### src/rtl/div_arbiter.sv
`default_nettype none
// ============================================================================
//  Module      : div_arbiter
//  Description : Round-robin scheduler sharing one sequential integer divider
//                among N_REQ requesters. Captures operands at grant, gives the
//                divider one operand-setup cycle before the start pulse,
//                short-circuits divide-by-zero and zero dividends, and aborts
//                a hung divider through a watchdog.
//  Revision    : 1.0 - initial release
// ============================================================================
module div_arbiter #(
  parameter int N_REQ   = 4,
  parameter int W_IDX   = 2,
  parameter int TIMEOUT = 64
) (
  input  logic                  clk,
  input  logic                  rst,
  input  logic [N_REQ-1:0]      req,
  input  logic [N_REQ*17-1:0]   dividendo,
  input  logic [N_REQ*12-1:0]   divisor,
  output logic [N_REQ-1:0]      done,
  output logic [16:0]           cociente,
  output logic [16:0]           resto,
  output logic                  err,
  output logic                  busy,
  output logic [W_IDX-1:0]      gnt_idx,
  output logic                  div_divide,
  output logic [16:0]           div_dividendo,
  output logic [11:0]           div_divisor,
  input  logic [16:0]           div_cociente,
  input  logic [16:0]           div_resto,
  input  logic                  div_aviso
);

  // Watchdog only has to count up to TIMEOUT-1.
  localparam int W_WD = (TIMEOUT > 2) ? $clog2(TIMEOUT) : 1;

  typedef enum logic [2:0] {
    S_IDLE  = 3'd0,
    S_SETUP = 3'd1,
    S_START = 3'd2,
    S_WAIT  = 3'd3,
    S_RESP  = 3'd4
  } state_t;

  state_t             state_q, state_d;
  logic [W_IDX-1:0]   ptr_q, ptr_d;
  logic [W_IDX-1:0]   gnt_idx_q, gnt_idx_d;
  logic [W_WD-1:0]    wd_q, wd_d;
  logic [N_REQ-1:0]   done_q, done_d;
  logic [16:0]        cociente_q, cociente_d;
  logic [16:0]        resto_q, resto_d;
  logic               err_q, err_d;
  logic               div_divide_q, div_divide_d;
  logic [16:0]        div_dividendo_q, div_dividendo_d;
  logic [11:0]        div_divisor_q, div_divisor_d;

  logic               found;
  logic [W_IDX-1:0]   pick;
  logic [16:0]        sel_dvd;
  logic [11:0]        sel_dvs;

  // Index addition modulo N_REQ (N_REQ need not be a power of two).
  function automatic logic [W_IDX-1:0] idx_add(input logic [W_IDX-1:0] a, input int b);
    int s;
    s = int'(a) + b;
    if (s >= N_REQ) s = s - N_REQ;
    return W_IDX'(s);
  endfunction

  // Round-robin search: first active request at or above ptr, with wrap.
  always_comb begin
    found = 1'b0;
    pick  = ptr_q;
    for (int k = 0; k < N_REQ; k++) begin
      if (!found && req[idx_add(ptr_q, k)]) begin
        found = 1'b1;
        pick  = idx_add(ptr_q, k);
      end
    end
  end

  assign sel_dvd = dividendo[int'(pick)*17 +: 17];
  assign sel_dvs = divisor[int'(pick)*12 +: 12];

  // Next-state and registered-output logic for the grant/divide/respond sequence.
  always_comb begin
    state_d         = state_q;
    ptr_d           = ptr_q;
    gnt_idx_d       = gnt_idx_q;
    wd_d            = wd_q;
    done_d          = '0;
    cociente_d      = cociente_q;
    resto_d         = resto_q;
    err_d           = err_q;
    div_divide_d    = 1'b0;
    div_dividendo_d = div_dividendo_q;
    div_divisor_d   = div_divisor_q;

    case (state_q)
      S_IDLE: begin
        if (found) begin
          gnt_idx_d       = pick;
          ptr_d           = idx_add(pick, 1);
          div_dividendo_d = sel_dvd;
          div_divisor_d   = sel_dvs;
          if (sel_dvs == '0) begin
            // Divide by zero: saturated quotient, dividend passed through as remainder.
            cociente_d   = 17'h1FFFF;
            resto_d      = sel_dvd;
            err_d        = 1'b1;
            done_d[pick] = 1'b1;
            state_d      = S_RESP;
          end else if (sel_dvd == '0) begin
            cociente_d   = '0;
            resto_d      = '0;
            err_d        = 1'b0;
            done_d[pick] = 1'b1;
            state_d      = S_RESP;
          end else begin
            state_d = S_SETUP;
          end
        end
      end
      S_SETUP: begin
        // Divider latches its dividend this cycle; start pulse follows.
        div_divide_d = 1'b1;
        wd_d         = '0;
        state_d      = S_START;
      end
      S_START: begin
        wd_d    = '0;
        state_d = S_WAIT;
      end
      S_WAIT: begin
        if (div_aviso) begin
          cociente_d          = div_cociente;
          resto_d             = div_resto;
          err_d               = 1'b0;
          done_d[gnt_idx_q]   = 1'b1;
          state_d             = S_RESP;
        end else begin
          wd_d = wd_q + W_WD'(1);
          // Watchdog reaching TIMEOUT-1 puts done exactly TIMEOUT cycles after the start pulse.
          if (wd_q == W_WD'(TIMEOUT - 2)) begin
            cociente_d        = '0;
            resto_d           = '0;
            err_d             = 1'b1;
            done_d[gnt_idx_q] = 1'b1;
            state_d           = S_RESP;
          end
        end
      end
      S_RESP: begin
        state_d = S_IDLE;
      end
      default: begin
        state_d = S_IDLE;
      end
    endcase
  end

  // State and output registers with synchronous active-low reset.
  always_ff @(posedge clk) begin
    if (!rst) begin
      state_q         <= S_IDLE;
      ptr_q           <= '0;
      gnt_idx_q       <= '0;
      wd_q            <= '0;
      done_q          <= '0;
      cociente_q      <= '0;
      resto_q         <= '0;
      err_q           <= 1'b0;
      div_divide_q    <= 1'b0;
      div_dividendo_q <= '0;
      div_divisor_q   <= '0;
    end else begin
      state_q         <= state_d;
      ptr_q           <= ptr_d;
      gnt_idx_q       <= gnt_idx_d;
      wd_q            <= wd_d;
      done_q          <= done_d;
      cociente_q      <= cociente_d;
      resto_q         <= resto_d;
      err_q           <= err_d;
      div_divide_q    <= div_divide_d;
      div_dividendo_q <= div_dividendo_d;
      div_divisor_q   <= div_divisor_d;
    end
  end

  assign done          = done_q;
  assign cociente      = cociente_q;
  assign resto         = resto_q;
  assign err           = err_q;
  assign busy          = (state_q != S_IDLE);
  assign gnt_idx       = gnt_idx_q;
  assign div_divide    = div_divide_q;
  assign div_dividendo = div_dividendo_q;
  assign div_divisor   = div_divisor_q;

endmodule
`default_nettype wire

### config.mk
export PLATFORM = sky130hd
export DESIGN_NAME = div_arbiter
export DESIGN_NICKNAME = d
export VERILOG_FILES = /design/src/rtl/div_arbiter.sv
export SDC_FILE = /design/constraint.sdc
export NUM_CORES = 1
export LEC_CHECK = 0
export CAP_MARGIN = 20
export CORE_UTILIZATION = 45
export CTS_CLUSTER_SIZE = 14
export DETAILED_ROUTE_END_ITERATION = 12
export PLACE_DENSITY = 0.95
export SYNTH_ARGS = -nofsm -noshare
export SYNTH_HDL_FRONTEND = slang
export SYNTH_SLANG_ARGS = --single-unit
### constraint.sdc
create_clock -name clk -period 8.33 [get_ports clk]
set_clock_uncertainty 0.15 [all_clocks]
set_input_delay 1.2495 -clock clk [delete_from_list [all_inputs] [get_ports clk]]
set_output_delay 1.2495 -clock clk [all_outputs]
set_load 0.05 [all_outputs]
# After elaboration in Yosys (flattened, before gate mapping)
# Index checks and enable logic that the tools add are counted.
# classes
n_eq_ne	8
muxes	56
mul	2
n_lt_le_gt_ge	13
shift	2
n_addsub	10
n_reduce_logical	19
# ops
op	count
$mux 17	8
$pmux 17 s2	2
$shiftx 68x8->17	1
$shiftx 48x7->12	1
$mux 4	5
$lt 2x3->1 const B	6
$mux 2	9
$logic_not 17->1	1
$mux 1	16
$mux 3	5
$ge 3x3->1 const B	4
$logic_not 12->1	1
$pmux 3 s4	1
$pmux 6 s2	1
$sub 2x1->2 const B	5
$bmux 1 s2	4
$pmux 4 s2	1
$mul 2x5->7 const B	1
$add 2x1->3 const B	2
$add 2x2->3 const B	2
$add 6x1->6 const B	1
$eq 3x2->1 const B	2
$eq 6x6->1 const B	1
$mux 6	1
16 further kinds	29
# totals
word_cells	121
regBits	82

# Logic depth before layout (Yosys ltp)
# Gate-level depths: netlist of run 1.
# logic_depth
word_depth	22
mapped_depth	15

# Worst setup path after synthesis of run 1
# Ideal clock, no wire load.
# synth_timing
path_type	in2reg
from	input req[3]
to	register resto_q[0] (netlist: resto[0])
setup_time_ns	0.122
cell_stages	14
path_buffers	5
t_arrival_ns	3.743
path_slack_ns	4.316
path_cell_list	buf_2 -> and3b_1 -> or4_1 -> buf_2 -> buf_4 -> and3_1 -> a211oi_1 -> a31o_2 -> nand3_1 -> nor4_4 -> o31ai_1 -> buf_6 -> buf_6 -> mux2i_1
# synth_via
elab_chain_len	18
elab_cells_between_ends	34
cone_classes	mul: 2; eq/ne: 2; shift: 2; mux: 19; reduce/logical: 9
# synth_rtl
item	line	source
start: declaration	18	input logic [N_REQ-1:0] req,
branches (longest 18 deep; another with $bmux 1 s2)	n/a	
end signal: assignment	184	resto_q <= resto_d;
end: declaration	52	logic [16:0] resto_q, resto_d;
# Parallel ways; which one is timed is not known. The select of a mux whose other input is x is not followed.
# A chain may end at the register's enable or synchronous reset.

# Worst setup path after layout of run 1
# layout_timing
from	input req[2]
to	register err_q (netlist: err)
# layout_via
elab_chain_len	18
elab_cells_between_ends	34
cone_classes	mul: 2; eq/ne: 2; shift: 2; mux: 19; reduce/logical: 9
# layout_rtl
item	line	source
branches (longest 18 deep; another with $bmux 1 s2)	n/a	
end signal: assignment	185	err_q <= err_d;
end: declaration	53	logic err_q, err_d;
# Parallel ways; which one is timed is not known. The select of a mux whose other input is x is not followed.

==> metrics.md, run 1 <==
| Metric | Value |
|---|---|
| Outcome | `completed` |
| Clock latency on the worst-skew pair | `0.37 ns` |
| WP depth | `12` |
| MaxCap Viol Count | `0` |
| Crit path DAT | `6.17 ns` |
| Number of buffers created by CTS | `9` |
| Req. time, crit path | `8.46 ns` |
| CTS tree | `done` |
| Reg-to-Reg End | `err` |
| # setup viols final | `0` |
| GRT Util Overall | `between 30% and 40%` |
| Final worst-path cycle share | `72.58%` |
| Crit path largest cell delay | `0.68 ns` |
| Largest net degree at the start of global routing | `79` |
| Sw frac | `a little over two fifths` |
| Critical-path cell list | `clkdlybuf4s50_1, nor2b_1, o21a_1, nor2_2, inv_2, a211oi_1, a31o_2, nand4_1, nor2_1, o31ai_4, buf_4, a221oi_1` |
| Rows | `38` |
| Die Wd | `107.4 um` |
| Share of flip-flops with an asynchronous set or reset | `0%` |
| Initial antenna violation count | `0` |
| # port buffers | `228` |
| Via count | `slightly below 6k` |
| Syn_area_per_cell | `7.236 um^2` |
| RSZ-0062 raised after global routing | `false` |
| H-tree lvl count | `3` |
| Comb power frac | `46.6%` |
| Power Dens Cells | `between 150 and 200 nW/um^2` |
| Max Freq | `165.4 MHz` |
| Worst-case vdd ir drop | `0.1196 mV` |
| Via density | `5.740` |
| Setup crit end kind | `register` |
| Worst-Margin Slew | `1.011 ns` |
| Register area share after synthesis | `between 30 and 40%` |
| Tightest Hold Check Type | `reg -> reg` |
| CP delay by family, top | `simple AND/OR/NAND/NOR gates` |
| Mapped Nets | `854` |
| Clock power share | `roughly a fifth` |
| Worst setup SP type | `primary input` |
| Share of cells above drive strength 1 | `6.016%` |
| Antenna viol nets, final | `0` |
| Post-cts sizing count | `0` |
| Critical Path Start | `req[2]` |
| Drt wl/cell | `17.24 um` |
| Detail Placement HPWL | `13010 um` |
| Netlist cell types | `46` |
| CTS Hold Bufs | `0` |
| Drc violations | `0` |
| Synthesized flop and latch total | `between 80 and 90` |
| Int Pwr | `0.0007835 W` |
| Internal reg-to-reg setup slack | `3.27 ns` |
| Critical path destination | `err` |
| Global-route wire length before repair | `27250 um` |
| Vias in the first global route | `5454` |
| Sequential Area | `between 1500 and 2000 um^2` |
| Switching pwr | `0.0005827 W` |
| Postcts setup bufs | `0` |
| Min Tclk post-route | `6.046 ns` |
| Multi-input combinational cell area | `just over 3000 um^2` |
| Crit Path Category | `in -> reg` |
| Die height | `roughly 110 um` |
| Leak | `3.039 nW` |
| Ys Warns | `0` |
| Diode count | `0` |
| Reg-to-reg critical path startpoint | `ptr_q[0]` |
| Pre-antenna DRT Iters | `6` |
| Clk root buf | `clkbuf_8` |
| Setup tns final | `0 ns` |
| Gr ovfl total | `0` |
| Crit path buf inv count | `3` |
| Crit path max fanout | `33` |
| Slew Viols, Final | `0` |
| CP max-delay cell | `nor2_2` |
| Slew Limit Headroom | `32.63%` |
| Filler Cell Count | `just under 900` |
| Initial Util | `46.12%` |
| P&R area growth vs syn | `48.02%` |
| Flop pwr share | `33.3%` |
| Io pins | `229` |
| Initial DRC count | `416` |
| Ys flop type | `dfxtp_1` |
| WL final | `17600 um` |
| Clock-pin transition on the worst setup and hold timing paths | `approximately 0.09 ns` |
| Synthesized area | `roughly 5000 um^2` |
| Fin nets | `1039` |
| GPL Wtd Cong | `0.9243` |
| Cells after synthesis | `691` |
| CTS sink count | `between 80 and 90` |
| CORE AREA | `about 11000 um^2` |
| Final Hold Viols | `0` |
| FF-to-FF path depth | `11` |
| Die ar. | `between 10000 and 15000 um^2` |
| Final hold slack | `0.3063 ns` |
| Post-synth EDFFs | `0` |
| Clk buf depth | `2` |
[worst reg2reg max path, stage by stage (launching register included)]
cell and delay, ns:
dfxtp_1 0.44, nor2b_1 0.11, o21a_1 0.50, nor2_2 0.68, inv_2 0.39, a211oi_1 0.36, a31o_2 0.18, nand4_1 0.68
nor2_1 0.65, o31ai_4 0.17, buf_4 0.31, a221oi_1 0.35
[layout by cell type, fill, tap and decap left out, types with 10 or more instances in the layout]
| cell | n |
|---|---|
| a211oi_1 | 14 |
| a21oi_1 | 36 |
| a31o_2 | 13 |
| and3_1 | 47 |
| clkdlybuf4s50_1 | 227 |
| dfxtp_1 | 82 |
| mux2i_1 | 34 |
| nand2_1 | 111 |
| nand3_1 | 79 |
| nor2_1 | 49 |
| nor3_1 | 11 |
| nor4_1 | 10 |
| o21ai_0 | 75 |
[cell usage after synthesis, types with 3 or more instances]
cell | instances | area [um^2]
nor2_1 | 50 | 187.7
dfxtp_1 | 82 | 1642
ha_1 | 6 | 75.07
a22oi_1 | 8 | 60.06
or3_1 | 3 | 18.77
a211oi_1 | 14 | 105.1
a31o_2 | 13 | 113.9
and3_1 | 47 | 294.0
buf_2 | 6 | 30.03
nor2b_1 | 4 | 25.02
clkbuf_1 | 40 | 150.1
a21oi_1 | 36 | 180.2
o21ai_0 | 75 | 375.4
nand3_1 | 79 | 395.4
nor3_1 | 11 | 55.05
mux2i_1 | 34 | 340.3
nand2_1 | 111 | 416.7
buf_4 | 11 | 82.58
inv_1 | 7 | 26.28
nand4_1 | 3 | 18.77
and2_1 | 9 | 56.30
nor4_1 | 10 | 62.56
[stage by stage]
stage,setup slack (ns),power [W],util (%),std cells,cell area [um^2]
floorplan,4.316,0.0008785,-,691,5000
global placement,2.244,0.001074,66.49,1004,7208
detailed placement,2.073,0.001087,66.60,1005,7219
CTS,2.412,0.001358,68.27,1021,7401
global route,1.935,0.001435,68.27,1021,7401
finish,2.284,0.001366,68.27,1021,7401
[worst min path at each step]
| stage | from | endpoint | slack [ns] | cells after the start |
|---|---|---|---|---|
| after global placement | div_divisor[6] | div_divisor[6] | 0.29 | 2 |
| after detailed placement | div_divisor[6] | div_divisor[6] | 0.30 | 2 |
| after CTS | div_divisor[6] | div_divisor[6] | 0.31 | 2 |
| final | div_dividendo[5] | div_dividendo[5] | 0.31 | 2 |
| after floorplan | wd_q[5] | wd_q[5] | 0.30 | 1 |
| after global routing | div_divisor[3] | div_divisor[3] | 0.32 | 2 |
[sequential cells by signal, summed over array words and instances, names as in the netlist, 3 cells and up]
signal,flops
cociente,17
div_divisor,12
resto,17
div_dividendo,17
wd_q,6
done,4
state_q,3
[metal layers]
| layer | wire [um] | GRT usage, % |
|---|---|---|
| met5 | 0 | 0 |
| met4 | 701 | 14.87 |
| met3 | 1369 | 6.174 |
| met2 | 8620 | 52.40 |
| met1 | 6909 | 36.10 |
[power groups by stage]
stage | Sequential, W | Clock (W) | Combinational [W]
finish | 0.000455 | 0.000274 | 0.000637
global route | 0.000459 | 0.000295 | 0.000680
CTS | 0.000454 | 0.000277 | 0.000627
detailed placement | 0.000462 | 0 | 0.000624
global placement | 0.000461 | 0 | 0.000613
floorplan | 0.000561 | 0 | 0.000317
[final cells by class]
| class | instances | area share [%] |
|---|---|---|
| Multi-Input combinational cell | 537 | 40.81 |
| Clock buffer | 9 | 1.674 |
| Tap cell | 140 | 2.367 |
| Inverter | 9 | 0.4565 |
| Timing Repair Buffer | 237 | 31.73 |
| Sequential cell | 82 | 22.18 |
| Clock inverter | 7 | 0.7777 |
[cell families after synthesis]
family	synth area share, %
AOI/OAI and AO/OA	18.92
muxes	6.807
and+or+nand+nor	32.43
adders and majority gates	1.501
DFF	32.83
xor gates and xnor gates	0.1752
buffers and inverters	7.333
No activity file was read; power rests on OpenSTA's default activity.
==> run 2: changes to the inputs <==
--- a/config.mk
+++ b/config.mk
@@ -6,10 +6,10 @@
 export NUM_CORES = 1
 export LEC_CHECK = 0
 export CAP_MARGIN = 20
-export CORE_UTILIZATION = 45
+export CORE_UTILIZATION = 38
 export CTS_CLUSTER_SIZE = 14
 export DETAILED_ROUTE_END_ITERATION = 12
-export PLACE_DENSITY = 0.95
+export PLACE_DENSITY = 0.88
 export SYNTH_ARGS = -nofsm -noshare
 export SYNTH_HDL_FRONTEND = slang
 export SYNTH_SLANG_ARGS = --single-unit
==> constraint.sdc (replaced) <==
create_clock -name clk -period 5 [get_ports clk]
set_clock_uncertainty 0.15 [all_clocks]
set_input_delay 0.75 -clock clk [delete_from_list [all_inputs] [get_ports clk]]
set_output_delay 0.75 -clock clk [all_outputs]
set_load 0.05 [all_outputs]
==> run 2 against run 1 <==
Effect of this change: sequential share of layout area fell by 0.62 points; die area rose by 18%; cell area rose by 2.9%; sequential cell count did not move; clock power rose by 140%; cell count rose by 3.9%; non-clock buffer count rose by 8; register-to-register slack got worse by 1.9 ns; critical endpoint is now resto[13]; largest power group unchanged.
==> metrics.md, run 2 (synthesis results as in run 1) <==
| Metric | Value |
|---|---|
| Outcome | `completed` |
| Die height | `approximately 120 um` |
| Setup tns final | `0 ns` |
| Io pins | `229` |
| # port buffers | `approximately 230` |
| Initial DRC count | `569` |
| Reg-to-Reg End | `resto[13]` |
| Clk buf depth | `2` |
| Final Hold Viols | `0` |
| Crit Path Category | `in -> reg` |
| Post-cts sizing count | `0` |
| MaxCap Viol Count | `0` |
| Crit path max fanout | `35` |
| CORE AREA | `12720 um^2` |
| Clk root buf | `clkbuf_16` |
| Power Dens Cells | `325.6 nW/um^2` |
| Commonest non-fill, non-tap cell in the layout | `clkdlybuf4s50_1` |
| Vias in the first global route | `5490` |
| Crit path DAT | `4.29 ns` |
| Slew Viols, Final | `0` |
| Critical Path Start | `req[3]` |
| Req. time, crit path | `roughly 5 ns` |
| Setup crit end kind | `register` |
| CTS sink count | `82` |
| Worst setup SP type | `primary input` |
| Clock latency on the worst-skew pair | `0.33 ns` |
| FF-to-FF path depth | `11` |
| Pre-antenna DRT Iters | `5` |
| Global-route wire length before repair | `26300 um` |
| Initial Util | `39.30%` |
| CTS Hold Bufs | `0` |
| Number of buffers created by CTS | `9` |
| Hold path startpoint | `div_divisor[1]` |
| CTS tree | `done` |
| Drc violations | `0` |
| Gr ovfl total | `0` |
| Max Freq | `235.6 MHz` |
| Via density | `5.491` |
| GRT Util Overall | `roughly 24%` |
| Commonest cells after routing, fill and taps aside | `clkdlybuf4s50_1, nand2_1, dfxtp_1` |
| Final hold slack | `0.3060 ns` |
| Largest net degree at the start of global routing | `54` |
| Worst-case vdd ir drop | `0.2086 mV` |
| Leak | `3.126 nW` |
| Clock-pin transition on the worst setup and hold timing paths | `0.07 ns` |
| # setup viols final | `0` |
| Internal reg-to-reg setup slack | `roughly 1.3 ns` |
| Fin nets | `1047` |
| Drt wl/cell | `15.95 um` |
| Critical path destination | `resto[13]` |
| P&R area growth vs syn | `52.25%` |
| Tightest Hold Check Type | `reg -> reg` |
| Rows | `41` |
| Via count | `5826` |
| Share of cells above drive strength 1 | `6.862%` |
| Postcts setup bufs | `0` |
| Reg-to-reg critical path startpoint | `ptr_q[1]` |
| WL final | `~17000 um` |
| Worst-Margin Slew | `0.9476 ns` |
| Die Wd | `116.7 um` |
| Min Tclk post-route | `around 4.2 ns` |
| Initial antenna violation count | `0` |
| H-tree lvl count | `3` |
| Final Power | `0.002478 W` |
| Slew Limit Headroom | `36.76%` |
| Detail Placement HPWL | `12320 um` |
| Antenna viol nets, final | `0` |
| GPL Wtd Cong | `0.8305` |
| Final worst-path cycle share | `84.87%` |
| Die ar. | `around 14000 um^2` |
| Diode count | `0` |
| RSZ-0062 raised after global routing | `false` |
-- run 2: report_power, final --
part / internal (W) / switching [W]
Clock: 0.000351 / 0.000301
Sequential: 0.000712 / 0.0000433
Combinational: 0.000415 / 0.000655
Total: 0.00148 / 0.000999
-- run 2: how the worst min path moves through the flow --
stage / depth (start not counted) / to
global route: 2 / div_divisor[0]
floorplan: 1 / wd_q[5]
CTS: 2 / div_divisor[0]
global placement: 2 / div_dividendo[14]
detailed placement: 2 / div_divisor[0]
finish: 2 / div_divisor[1]
-- run 2: cell type report --
type / instances / area, um^2
fillers: 1152 / 5110
clock buffers: 9 / 225.2
inverters: 9 / 33.78
well taps: 172 / 215.2
repair buffers: 245 / 2405
multi-input cells: 537 / 3020
clock inverters: 7 / 71.32
flip-flops and latches: 82 / 1642
-- run 2: worst max-delay path: stages --
cell	delay, ns
clkdlybuf4s50_1	0.62
and3b_1	0.25
or4_1	0.65
buf_4	0.34
nand3_1	0.12
nand3_1	0.10
a22oi_1	0.22
nand4_1	0.26
nor4_4	0.33
o31ai_4	0.11
buf_4	0.32
mux2i_1	0.19
-- run 2: through the flow --
stage / setup WS [ns] / util, % / std cells / area, um^2
2_1_floorplan: 1.485 / - / 691 / 5000
3_3_place_gp: 0.6161 / 57.50 / 1045 / 7316
3_5_place_dp: 0.4853 / 57.50 / 1045 / 7316
4_1_cts: 0.8265 / 59.83 / 1061 / 7612
5_1_grt: 0.5533 / 59.83 / 1061 / 7612
6_report: 0.7564 / 59.83 / 1061 / 7612
-- run 2: per-layer routing --
layer / wire length (um) / track usage [%] / share of wire, % / up-vias
li1: - / - / - / 2832
met1: 7097 / 30.12 / 42 / 2718
met2: 8252 / 42.68 / 49 / 243
met3: 1144 / 4.359 / 6.8 / 33
met4: 430 / 8.692 / 2.5 / 0
met5: 0 / 0 / 0 / -
